File: src/rtl/seq_detect_pkg.sv
// -----------------------------------------------------------------------------
// seq_detect_pkg
// Shared definitions for the parametrised serial pattern detector:
//   state_t   - detector state (FILL: collecting len bits, HUNT: matching)
//   MIN_LEN   - shortest pattern length accepted at configuration time
//   clamp_len - maps a requested pattern length into MIN_LEN..max_len
// -----------------------------------------------------------------------------
package seq_detect_pkg;

    typedef enum logic {
        S_FILL = 1'b0,
        S_HUNT = 1'b1
    } state_t;

    localparam int unsigned MIN_LEN = 32'd2;

    // Clamp a requested length to the nearest legal limit.
    function automatic int unsigned clamp_len(input int unsigned req,
                                              input int unsigned max_len);
        int unsigned res_s;
        if (req < MIN_LEN) begin
            res_s = MIN_LEN;
        end else if (req > max_len) begin
            res_s = max_len;
        end else begin
            res_s = req;
        end
        return res_s;
    endfunction

endpackage

File: src/rtl/seq_detect_param_sat_counter.sv
// -----------------------------------------------------------------------------
// sat_counter
// Saturating up-counter with synchronous clear (clear has priority).
// Ports:
//   clk   - clock
//   rst   - asynchronous reset, active-high
//   inc   - count one event
//   clr   - synchronous clear, wins over inc
//   value - registered count, sticks at all ones
// -----------------------------------------------------------------------------
module sat_counter #(
    parameter int CNT_W = 8
) (
    input  logic             clk,
    input  logic             rst,
    input  logic             inc,
    input  logic             clr,
    output logic [CNT_W-1:0] value
);

    logic [CNT_W-1:0] value_r;

    // Count register: clear first, then saturating increment.
    always_ff @(posedge clk or posedge rst) begin
        if (rst) begin
            value_r <= '0;
        end else if (clr) begin
            value_r <= '0;
        end else if (inc && (value_r != {CNT_W{1'b1}})) begin
            value_r <= value_r + CNT_W'(1'b1);
        end else begin
            value_r <= value_r;
        end
    end

    assign value = value_r;

endmodule

File: src/rtl/seq_detect_param.sv
// -----------------------------------------------------------------------------
// seq_detect_param
// Serial bit-pattern detector with runtime-loadable pattern, don't-care mask
// and length, overlapping / non-overlapping matching and a saturating match
// counter.
// Ports:
//   clk, rst          - clock, asynchronous active-high reset
//   in_valid, in      - serial bit and its qualifier
//   cfg_load          - strobe latching cfg_pat/cfg_mask/cfg_len/cfg_ovl
//   cfg_pat, cfg_mask - pattern (right aligned) and compare mask (1 = compare)
//   cfg_len           - active length, clamped into 2..PAT_W
//   cfg_ovl           - 1 = overlapping matches allowed
//   clr_cnt           - synchronous clear of match_cnt
//   out               - registered one-cycle match pulse
//   match_cnt         - saturating number of matches
//   busy              - high while hunting (window fully populated)
// -----------------------------------------------------------------------------
module seq_detect_param
    import seq_detect_pkg::*;
#(
    parameter int             PAT_W   = 5,
    parameter int             CNT_W   = 8,
    parameter logic [PAT_W-1:0] RST_PAT = PAT_W'(5'b11011),
    parameter int             RST_LEN = 5
) (
    input  logic                         clk,
    input  logic                         rst,
    input  logic                         in_valid,
    input  logic                         in,
    input  logic                         cfg_load,
    input  logic [PAT_W-1:0]             cfg_pat,
    input  logic [PAT_W-1:0]             cfg_mask,
    input  logic [$clog2(PAT_W+1)-1:0]   cfg_len,
    input  logic                         cfg_ovl,
    input  logic                         clr_cnt,
    output logic                         out,
    output logic [CNT_W-1:0]             match_cnt,
    output logic                         busy
);

    localparam int LEN_W = $clog2(PAT_W + 1);

    state_t           state_r;
    logic [PAT_W-1:0] hist_r;
    logic [PAT_W-1:0] pat_r;
    logic [PAT_W-1:0] mask_r;
    logic [LEN_W-1:0] len_r;
    logic [LEN_W-1:0] fill_r;
    logic             ovl_r;
    logic             out_r;
    logic             busy_r;

    logic [PAT_W-1:0] hist_next_s;
    logic [PAT_W-1:0] len_mask_s;
    logic [LEN_W-1:0] fill_next_s;
    logic [LEN_W-1:0] cfg_len_clamped_s;
    logic             window_hit_s;
    logic             eval_s;
    logic             hit_s;

    // Window compare on the history including the bit being consumed now.
    always_comb begin
        hist_next_s = {hist_r[PAT_W-2:0], in};
        fill_next_s = fill_r + LEN_W'(1'b1);
        len_mask_s  = '0;
        for (int i = 0; i < PAT_W; i++) begin
            len_mask_s[i] = (i < int'(len_r));
        end
        window_hit_s = (((hist_next_s ^ pat_r) & mask_r & len_mask_s) == '0);
        // A hit counts in HUNT, or on the bit that completes the fill.
        eval_s = (state_r == S_HUNT) || (fill_next_s == len_r);
        hit_s  = in_valid && !cfg_load && eval_s && window_hit_s;
        cfg_len_clamped_s = LEN_W'(clamp_len(32'(cfg_len), 32'(PAT_W)));
    end

    // Configuration, history and FILL/HUNT state machine with registered flags.
    always_ff @(posedge clk or posedge rst) begin
        if (rst) begin
            state_r <= S_FILL;
            hist_r  <= '0;
            fill_r  <= '0;
            pat_r   <= RST_PAT;
            mask_r  <= '1;
            len_r   <= LEN_W'(RST_LEN);
            ovl_r   <= 1'b1;
            out_r   <= 1'b0;
            busy_r  <= 1'b0;
        end else if (cfg_load) begin
            // New configuration restarts the search; the bit presented now is dropped.
            pat_r   <= cfg_pat;
            mask_r  <= cfg_mask;
            len_r   <= cfg_len_clamped_s;
            ovl_r   <= cfg_ovl;
            hist_r  <= '0;
            fill_r  <= '0;
            state_r <= S_FILL;
            out_r   <= 1'b0;
            busy_r  <= 1'b0;
        end else if (in_valid) begin
            hist_r <= hist_next_s;
            out_r  <= hit_s;
            if (hit_s && !ovl_r) begin
                // Non-overlapping: matched bits are consumed, refill from scratch.
                state_r <= S_FILL;
                fill_r  <= '0;
                busy_r  <= 1'b0;
            end else begin
                case (state_r)
                    S_FILL: begin
                        fill_r <= fill_next_s;
                        if (fill_next_s == len_r) begin
                            state_r <= S_HUNT;
                            busy_r  <= 1'b1;
                        end else begin
                            state_r <= S_FILL;
                            busy_r  <= 1'b0;
                        end
                    end
                    S_HUNT: begin
                        state_r <= S_HUNT;
                        busy_r  <= 1'b1;
                    end
                    default: begin
                        state_r <= S_FILL;
                        fill_r  <= '0;
                        busy_r  <= 1'b0;
                    end
                endcase
            end
        end else begin
            out_r <= 1'b0;
        end
    end

    sat_counter #(
        .CNT_W (CNT_W)
    ) u_cnt (
        .clk   (clk),
        .rst   (rst),
        .inc   (hit_s),
        .clr   (clr_cnt),
        .value (match_cnt)
    );

    assign out  = out_r;
    assign busy = busy_r;

endmodule

File: config.mk
export PLATFORM = sky130hd
export DESIGN_NAME = seq_detect_param
export DESIGN_NICKNAME = d
export VERILOG_FILES = /design/src/rtl/seq_detect_pkg.sv /design/src/rtl/seq_detect_param_sat_counter.sv /design/src/rtl/seq_detect_param.sv
export SDC_FILE = /design/constraint.sdc
export NUM_CORES = 1
export LEC_CHECK = 0
export BUFFER_PORTS_ARGS = -buffer_cell sky130_fd_sc_hd__buf_2
export CORE_ASPECT_RATIO = 0.75
export CORE_MARGIN = 3
export CORE_UTILIZATION = 54
export CTS_CLUSTER_SIZE = 10
export DETAILED_ROUTE_END_ITERATION = 8
export PLACE_DENSITY = 0.86
export RECOVER_POWER = 50
export SYNTH_ARGS = -nofsm -noshare
export SYNTH_HDL_FRONTEND = slang
export SYNTH_HIERARCHICAL = 1
export SYNTH_SLANG_ARGS = --single-unit
File: constraint.sdc
create_clock -name clk -period 3.3 [get_ports clk]
set_clock_uncertainty 0.2 [all_clocks]
set_input_delay 0.495 -clock clk [delete_from_list [all_inputs] [get_ports clk]]
set_output_delay 0.495 -clock clk [all_outputs]
set_load 0.05 [all_outputs]
Word-level counts from Yosys, hierarchy flattened
Index checks and enable logic that the tools add are counted.

cells by class
  add/subtract/negate cells = 2
  $lt $le $gt $ge = 7
  equality and inequality tests = 3
  mux-type cells = 17
  bitwise gates (word level) = 4
  reduce and logical (&&, ||, !) cells = 12

operators by type and width
  cell                                                                          number
  3-bit two-way mux                                                             6
  8-bit two-way mux                                                             2
  5-bit bitwise AND                                                             2
  8-bit by 1-bit adder with 8-bit output, second input constant                 1
  4-bit two-way mux                                                             2
  8-bit inequality test, second input constant                                  1
  1-bit by 3-bit less-than comparator with 1-bit output, first input constant   2
  2-bit by 3-bit less-than comparator with 1-bit output, first input constant   2
  1-bit two-way mux                                                             6
  1-bit logical AND                                                             5
  5-bit zero test                                                               1
  5-bit XOR                                                                     1
  2-bit nonzero test                                                            2
  3-bit by 1-bit adder with 3-bit output, second input constant                 1
  3-bit == test                                                                 1
  3-bit > comparator, second input constant                                     1
  3-bit by 2-bit less-than comparator with 1-bit output, second input constant  1
  3-bit less-than comparator, first input constant                              1
  3-bit by 2-bit inequality test with 1-bit output, second input constant       1
  1-bit zero test                                                               2
  1-bit case mux with 2 select lines                                            1
  2-bit AND reduction                                                           1
  1-bit logical OR                                                              1
  1-bit inverter                                                                1

word-level totals
  flip-flop bits (word level) = 31
  bits of input ports = 20
  output and inout port bits = 10
  logic and storage cells = 54

Logic depth before layout (Yosys ltp)
  depth after elaboration = 9
  mapped depth = 8

Hierarchy
Netlist, hierarchy kept.

modules (own cells, without submodules)
  module            times used  cells an instance  area an instance (um^2)
  seq_detect_param  1           93                 1132.3
  sat_counter       1           49                 504.2

Worst setup path after synthesis
Ideal clock, no wire load.

  kind = register to register
  from = register fill_r[0]
  to = register u_cnt.value_r[5] (netlist: u_cnt/value[5])
  setup time = 0.125 ns
  data arrival time = 2.403 ns
  data required time = 2.975 ns
  path slack = 0.572 ns
  cell stages (with the launch flop) = 9
  clock period less this slack = 2.728 ns
  path through = dfrtp_1 > ha_1 > xor3_1 > o41ai_2 > and3b_1 > and3_1 > nand4_1 > a211oi_2 > mux2_4

between the ends
  longest elaborated chain between the ends = 7

ends and longest elaborated chain
  what                                    line                                text
  start: declaration                      seq_detect_param.sv:48              logic [LEN_W-1:0] fill_r;
  start signal: assignment                seq_detect_param.sv:110             fill_r <= fill_next_s;
  3-bit by 1-bit adder with 3-bit output  seq_detect_param.sv:64              fill_next_s = fill_r + LEN_W'(1'b1);
  3-bit == test                           seq_detect_param.sv:71              eval_s = (state_r == S_HUNT) || (fill_next_s == len_r);
  1-bit logical OR                        seq_detect_param.sv:71
  1-bit logical AND (2 in series)         seq_detect_param.sv:72              hit_s = in_valid && !cfg_load && eval_s && window_hit_s;
  net hit_s                               seq_detect_param.sv:59              logic hit_s;
  1-bit logical AND                       seq_detect_param_sat_counter.sv:29  end else if (inc && (value_r != {CNT_W{1'b1}})) begin
  2-bit nonzero test (no source line)     -
  end signal: assignment                  seq_detect_param_sat_counter.sv:30  value_r <= value_r + CNT_W'(1'b1);
  end signal: assignment                  seq_detect_param_sat_counter.sv:32  value_r <= value_r;
  end: declaration                        seq_detect_param_sat_counter.sv:21  logic [CNT_W-1:0] value_r;

The timed path passes the listed nets, and every way through them passes these cells.
A chain may end at the register's enable or synchronous reset.

Final worst setup path
Same ends and word-level chain as after synthesis.

==> qor.yml <==
rr_endpoint: "u_cnt/value[5]"
cts_max_path_buffers: 2
die_x_um: 69.6
cap_violations: 0
place.gp.congestion: 0.875
synth_simple_gate_area_share_pct: 13.9
port_buffers: 29
grt_max_degree: 24
finalHoldViolCount: 0
placed_area_um2: 1810
power_leakage_nw: 0.879
fp-row-count: 16
yosys.area.top_type: "dfrtp_1"
drt_wl_total_mm: 3.42
cts_root_buf: "clkbuf_8"
power.share.combinational_pct: 14.5
synth_top_area_share_pct: 29.1
setup_tns_ns: 0
ff2ff_path_depth: 8
fill_cells: 215
first_iter_violations: 63
rsz0062_at_grt: "false"
antenna_found_initial: 0
h-tree-depth: 2
cts_made_buffers: 5
ys_ff_latch: 31
seq_area_frac_synth_pct: 48.3
syn_nets: 164
firstDrtPassIters: 4
reg2reg_from: "fill_r[0]"
relSlewSlack_pct: 25.4
fin_crit_sh_pct: 89.8
final_cell_mix: "buf_2 (24), dfrtp_1 (19), dfstp_2 (12)"
synth_top_family_by_area: "multiplexers"
post-cts-setup-buffers: 0
regToRegSetupSlack_ns: 0.34
tightest_slew_ns: 1.12
setup.worst_path.class: "reg2reg"
mostFrequentLayoutCell: "buf_2"
grt_pass1_wl_mm: 5.61
hold_start: "cfg_len[2]"
slew_viol_final: 0
syn2layout_area_growth_pct: 15.4
gr-total-overflow: 0
synth_compound_area_share_pct: 11.3
diodes: 0
sw_frac_of_total_pct: 26.3
synth.mux.area_fraction_pct: 15.6
ios: 30
start_kind: "flip-flop"
cp-end-kind: "flip-flop"
synth_cell_type_count: 46
powerDensity_nw_per_um2: 445
peakVddDrop_mv: 0.307
grt_use_total_pct: 20.2
synth_area_leaders: "dfrtp_1 (29%), dfstp_2 (19%), mux2_2 (8.3%), mux2i_1 (3.7%), mux2_4 (3.7%)"
netlist_area_um2: 1640
avgRoutedWirePerCell_um: 16.1
place_inst: 203
hpwl_mm: 2.53
status: "finished, final reports clean"
p_sw_mw: 0.221
finalCriticalPeriod_ns: 2.96
postRouteAntennaNets: 0
via_count: 1193
cp_max_fo: 6
max_freq_mhz: 338
synth_fa_ha_area_share_pct: 2.14
viasPerCell: 5.63
final_area_um2: 1890
syn_inst: 142
worstSetupEndpoint: "u_cnt/value[5]"
hold-worst-slack_ns: 0.218
route.detailed.drc: 0
seqPwrFrac_pct: 52.5
internal_power_mw: 0.620
synth_area_per_cell_um2: 11.5
final_nets: 197
synthXorXnorAreaFrac_pct: 5.20
setup_viol: 0
fp.dieArea_um2: 3730
ys_warn_count: 6
clk_latency_ns: 0.28
startpoint: "fill_r[0]"
cts_tree: "yes"
cp.required_ns: 3.27
cts.sinks: 31
core-area_um2: 2740
min_path_type: "in2reg"
cts.clk_slew.worst_paths_ns: 0.06
crit_arrival_ns: 2.93
finalNonFillerCells: 212
pwr-share-clk_pct: 33.1
drive_gt1_share_pct: 36.9
first_global_vias: 1194
initial_core_util_pct: 59.7
fp.dieH_um: 53.7
[cell families after synthesis]
family | count (synthesis)
AND/OR/NAND/NOR | 42
flip-flops | 31
AO/OA/AOI/OAI | 23
multiplexers | 22
buffers and inverters | 13
XOR/XNOR | 8
adder cells (fa/ha/maj) | 3
[worst min path at each step]
stage                     depth (start not counted)              to
after floorplan                                   1  u_cnt/value[0]
after global placement                            2  u_cnt/value[4]
after detailed placement                          2  u_cnt/value[4]
after CTS                                         2        len_r[1]
after global routing                              2        len_r[1]
final                                             2        len_r[1]
[cells in the mapped netlist (all sizes together)]
cell type / count
a21oi: 6
a22o: 1
nand3b: 1
mux2: 16
dfstp: 12
xor3: 1
buf: 4
o311a: 1
nand4: 4
a41oi: 1
and4bb: 1
dfrtp: 19
and4: 1
nor2b: 4
nand4b: 1
mux2i: 6
a21boi: 2
o41ai: 1
o22ai: 1
nand3: 3
and3b: 1
o21ai: 5
nor3: 1
xnor2: 4
a211oi: 1
and3: 3
nor2: 10
and2b: 1
o211a: 1
nand2: 9
inv: 8
maj3: 1
o311ai: 1
o211ai: 1
xor2: 3
ha: 2
o21bai: 1
clkbuf: 1
nand2b: 2
[routing by layer]
layer / vias to the layer above / share of wire (%) / global-route usage, %
li1: 569 / - / -
met1: 569 / 46 / 25.2
met2: 43 / 45 / 32.3
met3: 12 / 6.1 / 5.78
met4: 0 / 2.2 / 11.7
met5: - / 0 / 0
[metrics by stage]
step,setup WS [ns],power [mW],utilization (%)
floorplan,0.572,0.529,-
global placement,0.521,0.558,65.9
detailed placement,0.388,0.567,65.9
CTS,0.367,0.849,69.2
global route,0.224,0.879,68.8
finish,0.338,0.841,68.8
[final cells by class]
class	instances	area [um2]	area share (%)
clock buffers	7	76.3	4.04
clock inverters	1	5.00	0.265
inverters	8	30.0	1.59
flip-flops and latches	31	791	41.9
multi-input cells	98	788	41.7
repair buffers	31	153	8.08
well taps	36	45.0	2.39
[timing repair]
action                    in CTS  in global routing
hold buffers                   1                  0
hold endpoints to repair       8                  0
gates resized for setup        0                  0
[flip-flops by register name (all words and copies together), names as in the netlist]
register	count
u_cnt/value	8
mask_r	5
pat_r	5
hist_r	4
fill_r	3
len_r	3
busy	1
out	1
ovl_r	1
[power by group through the flow]
stage	logic (mW)	clock network, mW	registers, mW
2_1_floorplan	0.0807	0	0.448
3_3_place_gp	0.114	0	0.444
3_5_place_dp	0.122	0	0.445
4_1_cts	0.124	0.285	0.441
5_1_grt	0.133	0.303	0.444
6_report	0.122	0.278	0.441
[worst max-delay path: stages, from the launching register on]
cell and delay [ns]:
dfrtp_1 0.41, ha_1 0.25, xor3_1 0.38, o41ai_2 0.25, and3b_1 0.26, and3_1 0.27, nand4_1 0.23, a211oi_2 0.29
mux2_4 0.32
(Power assumes the default switching activity.)
